$ cat config.mk
export PLATFORM = sky130hd
export DESIGN_NAME = vc_switch_arbiter_flat
export DESIGN_NICKNAME = d
export VERILOG_FILES = /design/src/rtl/vc_switch_arbiter_if.sv /design/src/rtl/vc_switch_arbiter.sv /design/src/flat_wrapper.sv
export SDC_FILE = /design/constraint.sdc
export NUM_CORES = 1
export LEC_CHECK = 0
export CAP_MARGIN = 20
export CORE_UTILIZATION = 40
export DETAILED_ROUTE_END_ITERATION = 12
export MAX_ROUTING_LAYER = met4
export PLACE_DENSITY = 0.75
export SYNTH_ARGS = -nofsm -noshare
export SYNTH_HDL_FRONTEND = slang
export SYNTH_SLANG_ARGS = --single-unit
export TNS_END_PERCENT = 100
$ cat constraint.sdc
create_clock -name clk -period 2.5 [get_ports clk]
set_input_delay 0.25 -clock clk [delete_from_list [all_inputs] [get_ports clk]]
set_output_delay 0.25 -clock clk [all_outputs]
set_load 0.05 [all_outputs]
$ cat src/rtl/vc_switch_arbiter_if.sv
// Request/grant bundle between the per-VC input buffers and one output-port arbiter.
// master drives requests and credit; slave is the arbiter that returns the grant.
interface vc_switch_arbiter_if #(
    parameter int unsigned NUM_REQ    = 4,
    parameter int unsigned INDEX_SIZE = $clog2(NUM_REQ),
    parameter int unsigned CNT_SIZE   = 8
);
    logic [NUM_REQ-1:0]    req;
    logic [NUM_REQ-1:0]    tail;
    logic                  out_ready;
    logic [NUM_REQ-1:0]    grant;
    logic                  grant_valid;
    logic [INDEX_SIZE-1:0] grant_index;
    logic                  fire;
    logic [CNT_SIZE-1:0]   flit_cnt;

    modport master (
        output req,
        output tail,
        output out_ready,
        input  grant,
        input  grant_valid,
        input  grant_index,
        input  fire,
        input  flit_cnt
    );

    modport slave (
        input  req,
        input  tail,
        input  out_ready,
        output grant,
        output grant_valid,
        output grant_index,
        output fire,
        output flit_cnt
    );
endinterface

$ cat src/rtl/vc_switch_arbiter.sv
// Round-robin, packet-locking arbiter for one router output port: a VC keeps the
// grant from its head flit until its tail flit transfers, so packets never interleave.
module vc_switch_arbiter #(
    parameter int unsigned NUM_REQ    = 4,
    parameter int unsigned INDEX_SIZE = $clog2(NUM_REQ),
    parameter int unsigned CNT_SIZE   = 8
) (
    input logic              clk,
    input logic              rst_n,
    vc_switch_arbiter_if.slave bus
);

    typedef enum logic [0:0] {StIdle, StLocked} state_e;

    state_e                state_q, state_d;
    logic [NUM_REQ-1:0]    grant_q, grant_d;
    logic [INDEX_SIZE-1:0] ptr_q, ptr_d;
    logic [CNT_SIZE-1:0]   cnt_q, cnt_d;

    logic [INDEX_SIZE-1:0] grant_idx;
    logic [INDEX_SIZE-1:0] owner_next;
    logic [INDEX_SIZE-1:0] arb_start;
    logic [NUM_REQ-1:0]    cand;
    logic                  win_found;
    logic [INDEX_SIZE-1:0] win_idx;
    logic [NUM_REQ-1:0]    win_onehot;
    logic [CNT_SIZE-1:0]   cnt_inc;
    logic                  fire;
    logic                  release_pkt;

    // One-hot to binary; yields 0 when there is no owner.
    always_comb begin
        grant_idx = '0;
        for (int unsigned i = 0; i < NUM_REQ; i++) begin
            if (grant_q[i]) begin
                grant_idx = grant_idx | INDEX_SIZE'(i);
            end
        end
    end

    assign fire        = (|(grant_q & bus.req)) & bus.out_ready;
    assign release_pkt = fire & (|(grant_q & bus.tail));
    assign owner_next  = (grant_idx == INDEX_SIZE'(NUM_REQ - 1)) ? '0
                                                                 : grant_idx + INDEX_SIZE'(1);

    // On release the departing owner is masked so its tail flit is not taken as a new head.
    assign arb_start = (state_q == StLocked) ? owner_next : ptr_q;
    assign cand      = (state_q == StLocked) ? (bus.req & ~grant_q) : bus.req;

    always_comb begin
        int unsigned           pos;
        logic [INDEX_SIZE-1:0] idx;
        win_found = 1'b0;
        win_idx   = '0;
        pos       = 0;
        idx       = '0;
        for (int unsigned i = 0; i < NUM_REQ; i++) begin
            pos = 32'(arb_start) + i;
            if (pos >= NUM_REQ) begin
                pos = pos - NUM_REQ;
            end
            idx = INDEX_SIZE'(pos);
            if (!win_found && cand[idx]) begin
                win_found = 1'b1;
                win_idx   = idx;
            end
        end
    end

    assign win_onehot = NUM_REQ'(1) << win_idx;
    assign cnt_inc    = (&cnt_q) ? cnt_q : cnt_q + CNT_SIZE'(1);

    always_comb begin
        state_d = state_q;
        grant_d = grant_q;
        ptr_d   = ptr_q;
        cnt_d   = cnt_q;
        unique case (state_q)
            StIdle: begin
                if (win_found) begin
                    state_d = StLocked;
                    grant_d = win_onehot;
                    cnt_d   = '0;
                end
            end
            StLocked: begin
                if (fire) begin
                    cnt_d = cnt_inc;
                end
                if (release_pkt) begin
                    ptr_d = owner_next;
                    if (win_found) begin
                        grant_d = win_onehot;
                        cnt_d   = '0;
                    end else begin
                        // Count of the finished packet stays visible while idle.
                        state_d = StIdle;
                        grant_d = '0;
                    end
                end
            end
            default: begin
                state_d = StIdle;
                grant_d = '0;
            end
        endcase
    end

    always_ff @(posedge clk or negedge rst_n) begin
        if (!rst_n) begin
            state_q <= StIdle;
            grant_q <= '0;
            ptr_q   <= '0;
            cnt_q   <= '0;
        end else begin
            state_q <= state_d;
            grant_q <= grant_d;
            ptr_q   <= ptr_d;
            cnt_q   <= cnt_d;
        end
    end

    assign bus.grant       = grant_q;
    assign bus.grant_valid = |grant_q;
    assign bus.grant_index = grant_idx;
    assign bus.fire        = fire;
    assign bus.flit_cnt    = cnt_q;

endmodule
$ cat src/flat_wrapper.sv
// flat-port wrapper written by rule: the top's interface ports become plain ports
module vc_switch_arbiter_flat 
#(
    parameter int unsigned NUM_REQ    = 4,
    parameter int unsigned INDEX_SIZE = $clog2(NUM_REQ),
    parameter int unsigned CNT_SIZE   = 8
)
  (clk, rst_n, bus_req, bus_tail, bus_out_ready, bus_grant, bus_grant_valid, bus_grant_index, bus_fire, bus_flit_cnt);
  vc_switch_arbiter_if #(.NUM_REQ(NUM_REQ), .INDEX_SIZE(INDEX_SIZE), .CNT_SIZE(CNT_SIZE)) bus_i ();
  input logic clk;
  input logic rst_n;
  input wire logic [$bits(bus_i.req)-1:0] bus_req;
  input wire logic [$bits(bus_i.tail)-1:0] bus_tail;
  input wire logic [$bits(bus_i.out_ready)-1:0] bus_out_ready;
  output wire logic [$bits(bus_i.grant)-1:0] bus_grant;
  output wire logic [$bits(bus_i.grant_valid)-1:0] bus_grant_valid;
  output wire logic [$bits(bus_i.grant_index)-1:0] bus_grant_index;
  output wire logic [$bits(bus_i.fire)-1:0] bus_fire;
  output wire logic [$bits(bus_i.flit_cnt)-1:0] bus_flit_cnt;
  assign bus_i.req = bus_req;
  assign bus_i.tail = bus_tail;
  assign bus_i.out_ready = bus_out_ready;
  assign bus_grant = bus_i.grant;
  assign bus_grant_valid = bus_i.grant_valid;
  assign bus_grant_index = bus_i.grant_index;
  assign bus_fire = bus_i.fire;
  assign bus_flit_cnt = bus_i.flit_cnt;
  vc_switch_arbiter #(.NUM_REQ(NUM_REQ), .INDEX_SIZE(INDEX_SIZE), .CNT_SIZE(CNT_SIZE)) u_core (.clk(clk), .rst_n(rst_n), .bus(bus_i));
endmodule
Word-level counts from Yosys, hierarchy flattened. Index checks and enable logic that the tools add are counted.

Register bits: 15. Latch bits: 0. Bits in writable memories: 0. ROM bits: 0. Bits of input ports: 11. Output and inout port bits: 16. Word-level logic and storage cells: 83. Memories: 0.

Add/subtract/negate cells: 9. $mul: 0. Div/mod/pow operators: 0. $lt $le $gt $ge: 8. Equal/unequal tests: 3. Shift operators: 1. Multiplexer cells: 39. Bitwise gates (word level): 7. Reductions and logical operators: 12.

Operators by type and width (number): 8-bit 2-to-1 mux (5); 2-bit 2-to-1 mux (12); 4-bit 2-to-1 mux (4); 8-bit case mux with 2 select lines (1); 4-bit bitwise AND (3); 2-bit by 3-bit less-than comparator with 1-bit output (second input constant) (4); 4-bit OR reduction (3); 1-bit 2-to-1 mux (11); 3-bit >= comparator (second input constant) (3); 8-bit by 1-bit adder with 8-bit output (second input constant) (1); 1-bit binary-select mux with 2-bit select (4); 4-bit case mux with 2 select lines (1); 8-bit AND reduction (1); 2-bit by 1-bit subtractor with 2-bit output (second input constant) (4); 2-bit by 2-bit adder with 3-bit output (second input constant) (2); 4-bit NOT (1); 2-bit AND reduction (2); 1-bit by 2-bit << shifter with 4-bit output (first input constant) (1); 2-bit by 1-bit adder with 3-bit output (second input constant) (1); 2-bit by 3-bit >= comparator with 1-bit output (second input constant) (1); 1-bit logical AND (3); 1-bit zero test (3); 2-bit by 1-bit adder with 2-bit output (second input constant) (1); 1-bit bitwise AND (2); 5 further kinds (5).

Logic depth before layout (Yosys ltp).
Depth after elaboration: 24. Mapped depth: 8. Mapped depth without buffers: 7.

Worst setup path after synthesis. No wires, ideal clock.

Path type: reg-to-reg. Start: register u_core.grant_q[1], in the netlist u_core.bus.grant[1]. End: register u_core.cnt_q[0], in the netlist u_core.bus.flit_cnt[0]. Library setup time: 0.125 ns. Arrival: 2.593 ns. Data required time: 2.375 ns. Slack: -0.218 ns. Stages on the path, launching flop included: 9. Path buffers: 2. Period minus slack after synthesis: 2.718 ns. Path through: dfrtp_1 -> buf_4 -> a22oi_1 -> a21boi_2 -> a21bo_2 -> and2_1 -> clkbuf_1 -> o21ai_0 -> mux2_2.

Elaborated cells on any way between the ends: 54. Those cells by class: add/sub (8); order compare (4); eq/ne (2); mux (26); bitwise (6); reduce/logical (8).

RTL lines: start: declaration (line vc_switch_arbiter.sv:16) `logic [NUM_REQ-1:0] grant_q, grant_d;`; start signal: assignment (line vc_switch_arbiter.sv:117) `grant_q <= grant_d;`; 4-bit bitwise AND (*) (line vc_switch_arbiter.sv:41) `assign fire = (|(grant_q & bus.req)) & bus.out_ready;`; 4-bit OR reduction (*) (line vc_switch_arbiter.sv:41); 1-bit bitwise AND (*) (line vc_switch_arbiter.sv:41); net bus_fire (line flat_wrapper.sv:18) `output wire logic [$bits(bus_i.fire)-1:0] bus_fire;`; 8-bit 2-to-1 mux (line vc_switch_arbiter.sv:87) `if (fire) begin`; 8-bit 2-to-1 mux (line vc_switch_arbiter.sv:92) `if (win_found) begin`; 8-bit 2-to-1 mux (*) (line vc_switch_arbiter.sv:90) `if (release_pkt) begin`; 8-bit case mux with 2 select lines (*) (line vc_switch_arbiter.sv:78) `unique case (state_q)`; end signal: assignment (line vc_switch_arbiter.sv:119) `cnt_q <= cnt_d;`; end: declaration (line vc_switch_arbiter.sv:18) `logic [CNT_SIZE-1:0] cnt_q, cnt_d;`.

The timed path passes the listed nets; every way through them passes the cells marked *. The select of a mux whose other input is x is not followed. A chain may end at the register's enable or synchronous reset.

Worst setup path in the final report.
Start: register u_core.state_q. End: register u_core.grant_q[3], in the netlist u_core.bus.grant[3].

Longest elaborated chain between the ends: 19. Elaborated cells on any way between the ends: 48. Those cells by class: add/sub (7); order compare (4); eq/ne (2); shift (1); mux (26); bitwise (1); reduce/logical (7).

RTL lines: start: declaration (line vc_switch_arbiter.sv:15) `state_e state_q, state_d;`; start signal: assignment (line vc_switch_arbiter.sv:111) `state_q <= StIdle;`; start signal: assignment (line vc_switch_arbiter.sv:116) `state_q <= state_d;`; parallel branches: the longest is 19 deep, another holds 2-bit by 1-bit adder with 3-bit output.

Parallel ways; which one is timed is not known. The select of a mux whose other input is x is not followed.

==> results.py <==
metrics = {
    "run_status": {
        "status": "complete, no violations",
    },
    "layout": {
        "syn2layout_area_growth_pct": 29.8,
        "drive_gt1_share_pct": 16.3,
        "fill_cells": 297,
        "final_area_um2": 1670,
        "num-nets-final": 197,
        "n_antenna_cell": 0,
        "fin_cells": 228,
    },
    "global_route": {
        "antenna_found_initial": 0,
        "grt_pass1_wl_um": 6130,
        "grt_overflow_total": 0,
        "gr-usage-all-layers_pct": 24.1,
        "grt_max_degree": 16,
        "grt_pass1_vias": 1355,
    },
    "detailed_routing": {
        "drt_iter0_drc": 65,
        "dr.pass1.iters": 4,
        "postRouteAntennaNets": 0,
        "post_drt_wl_per_cell_um": 16.3,
        "drt-total-wl_um": 3720,
        "viasPerCell": 5.96,
        "route.detailed.drc": 0,
        "vias": 1359,
    },
    "sta": {
        "rsz0062_at_grt": "no",
        "slew_viol_final": 0,
        "finalSetupTns_ns": 0,
        "final.setup_skew_ns": 0.00178,
        "slew_headroom_pct": 42.0,
        "fin_crit_ns": 2.33,
        "setup_viol": 0,
        "tightest_slew_ns": 0.858,
        "fmax_mhz": 428,
        "hold_viol": 0,
        "post-route-period-util_pct": 93.4,
    },
    "synth": {
        "ys.warnings.count": 0,
        "ys.flop_type": "dfrtp_1",
        "synth-compound-area-share_pct": 36.4,
        "yosys.area.top_type": "dfrtp_1",
        "synth_nets": 165,
        "synth-xor-area-share_pct": 1.36,
        "yosysMostFrequentCell": "dfrtp_1",
        "syn-cell-area_um2": 1290,
        "synth_top_family_by_area": "compound AO/OA/AOI/OAI gates",
        "muxShareOfSynthArea_pct": 3.40,
        "yosys.area_share.adder_pct": 0.971,
        "yosys.area_share.simple_pct": 24.7,
        "yosys-top-cells-area": "dfrtp_1 29%, nand2_1 3.2%, nor2_1 3.2%",
        "syn_avg_cell_area_um2": 8.42,
        "synthDistinctLibCells": 55,
        "yosysSeqAreaShare_pct": 29.1,
        "synth_edf_count": 0,
        "async_reset_ff_share_pct": 100,
        "synth_top_area_share_pct": 29.1,
        "ys_ff_latch": 15,
        "synth_commonest_cells": "15 x dfrtp_1, 11 x nand2_1, 11 x nor2_1",
        "syn_inst": 153,
    },
    "cts": {
        "cts-hold-fix-buffers": 0,
        "htreeDepth": 1,
        "cts-root-buf": "clkbuf_4",
        "clk-insertion-delay-late_ns": 0.28,
        "cts_made_buffers": 3,
        "clockBufferDepth": 2,
        "cts_tree": "yes",
        "clock-sinks": 15,
        "clkTransAtPathRegs_ns": 0.09,
    },
    "floorplan": {
        "die_area_um2": 3450,
        "rows": 20,
        "die_w_um": 58.8,
        "start_util_pct": 42.2,
        "die_h_um": 58.8,
        "io_pins": 27,
        "coreArea_um2": 3050,
    },
    "power_and_ir_drop": {
        "seq_power_share_pct": 22.1,
        "switching_share_pct": 53.2,
        "p_comb_share_pct": 71.4,
        "p_int_mw": 0.965,
        "pwr-share-clk_pct": 6.6,
        "power.total_mw": 2.06,
        "power.leakage_nw": 0.681,
        "p_switching_mw": 1.09,
        "cellPowerDensity_nw_per_um2": 1230,
        "ir_worst_vdd_mv": 0.621,
    },
    "place": {
        "placedCellCount": 224,
        "place.gp.congestion": 0.901,
        "place_hpwl_um": 2970,
        "port_buffers": 26,
        "dpl-instance-area_um2": 1640,
    },
    "worst_setup_path": {
        "critPathKind": "flip-flop to flip-flop",
        "worstPathRequired_ns": 2.67,
        "end_kind": "flip-flop",
        "arrival_ns": 2.50,
        "crit_fanout": 9,
        "worstSetupStartpointType": "flip-flop",
    },
    "flow_run": {
        "max_cap_viol_count": 0,
    },
    "min_path": {
        "hold_class": "input pin to async pin",
    },
}
-- per-layer routing --
metal  up-vias  share of wire, %  global-route usage, %
li1        651                 -                      -
met1       650                42                   28.0
met2        48                52                   41.6
met3        10               4.3                   2.64
met4         0               2.0                   10.9
met5         -                 0                      -
-- cell families (layout without fill, tap and decap cells) --
kind of cell             after synthesis  after routing
AO/OA/AOI/OAI                         60             60
AND/OR/NAND/NOR                       59             59
flip-flops                            15             15
buffers and inverters                 12             43
multiplexers                           4              4
XOR/XNOR                               2              2
adder cells (fa/ha/maj)                1              1
-- per-stage QoR --
stage / hold slack [ns] / util, % / worst slack, ns
2_1_floorplan: -0.0456 / - / 0.0824
3_3_place_gp: 0.561 / 53.6 / 0.101
3_5_place_dp: 0.550 / 53.6 / 0.0827
4_1_cts: 0.399 / 54.4 / 0.0387
5_1_grt: 0.412 / 54.8 / 0.0119
6_report: 0.369 / 54.8 / 0.165
-- power groups by stage --
| stage | sequential (mW) | combinational [mW] | clock, mW |
|---|---|---|---|
| 3_3_place_gp | 0.459 | 1.44 | 0 |
| 2_1_floorplan | 0.588 | 0.900 | 0 |
| 4_1_cts | 0.454 | 1.46 | 0.136 |
| 6_report | 0.454 | 1.47 | 0.135 |
| 5_1_grt | 0.473 | 1.58 | 0.148 |
| 3_5_place_dp | 0.458 | 1.45 | 0 |
-- placed cells by master, fill, tap and decap left out, types with 3 or more instances in the layout --
| cell type | count |
|---|---|
| a22o_1 | 4 |
| a22oi_1 | 4 |
| and3_1 | 3 |
| mux2_2 | 3 |
| nand3_1 | 7 |
| nand2b_1 | 5 |
| a21oi_1 | 8 |
| inv_1 | 6 |
| clkbuf_4 | 3 |
| o211ai_1 | 4 |
| nand4_1 | 3 |
| a32o_1 | 3 |
| clkdlybuf4s50_1 | 24 |
| dfrtp_2 | 4 |
| nor2_1 | 11 |
| a31oi_1 | 5 |
| a21boi_0 | 4 |
| o21ai_0 | 7 |
| nand2_1 | 11 |
| dfrtp_1 | 11 |
| nor3_1 | 4 |
| buf_4 | 8 |
-- cell type report --
cell class | count | area (µm²) | share of cell area (%)
clock buffer | 4 | 26.3 | 1.57
inverter | 6 | 22.5 | 1.35
multi-input combinational | 126 | 876 | 52.4
sequential | 15 | 380 | 22.7
tap | 44 | 55.1 | 3.29
timing repair buffer | 33 | 313 | 18.7
-- timing repair --
action,CTS,global route
setup endpoints to repair,0,6
setup buffers,0,0
gates resized for setup,0,4
-- registers in the layout (all words and copies together), names as in the netlist --
name / cells
u_core.bus.grant: 4
u_core.bus.flit_cnt: 8
u_core.state_q: 1
u_core.ptr_q: 2
-- final timing paths --
check	end	depth (start not counted)	from	slack [ns]
max in group asynchronous	u_core.bus.grant[3]	1	rst_n	1.68
min reg2reg	u_core.bus.flit_cnt[1]	1	u_core.bus.flit_cnt[1]	0.57
max reg2reg	u_core.bus.grant[3]	7	u_core.state_q	0.17
min in group clk	u_core.bus.flit_cnt[1]	1	u_core.bus.flit_cnt[1]	0.57
max	u_core.bus.grant[3]	7	u_core.state_q	0.17
min	u_core.bus.flit_cnt[0]	1	rst_n	0.37
-- critical path, cell delays in order, from the launching register on --
cell and delay (ns):
dfrtp_2 0.48, buf_4 0.19, and3b_1 0.22, or2_2 0.28
mux2i_1 0.21, o221ai_1 0.19, or3_1 0.40, a32o_1 0.26
No activity file was read; power rests on OpenSTA's default activity.
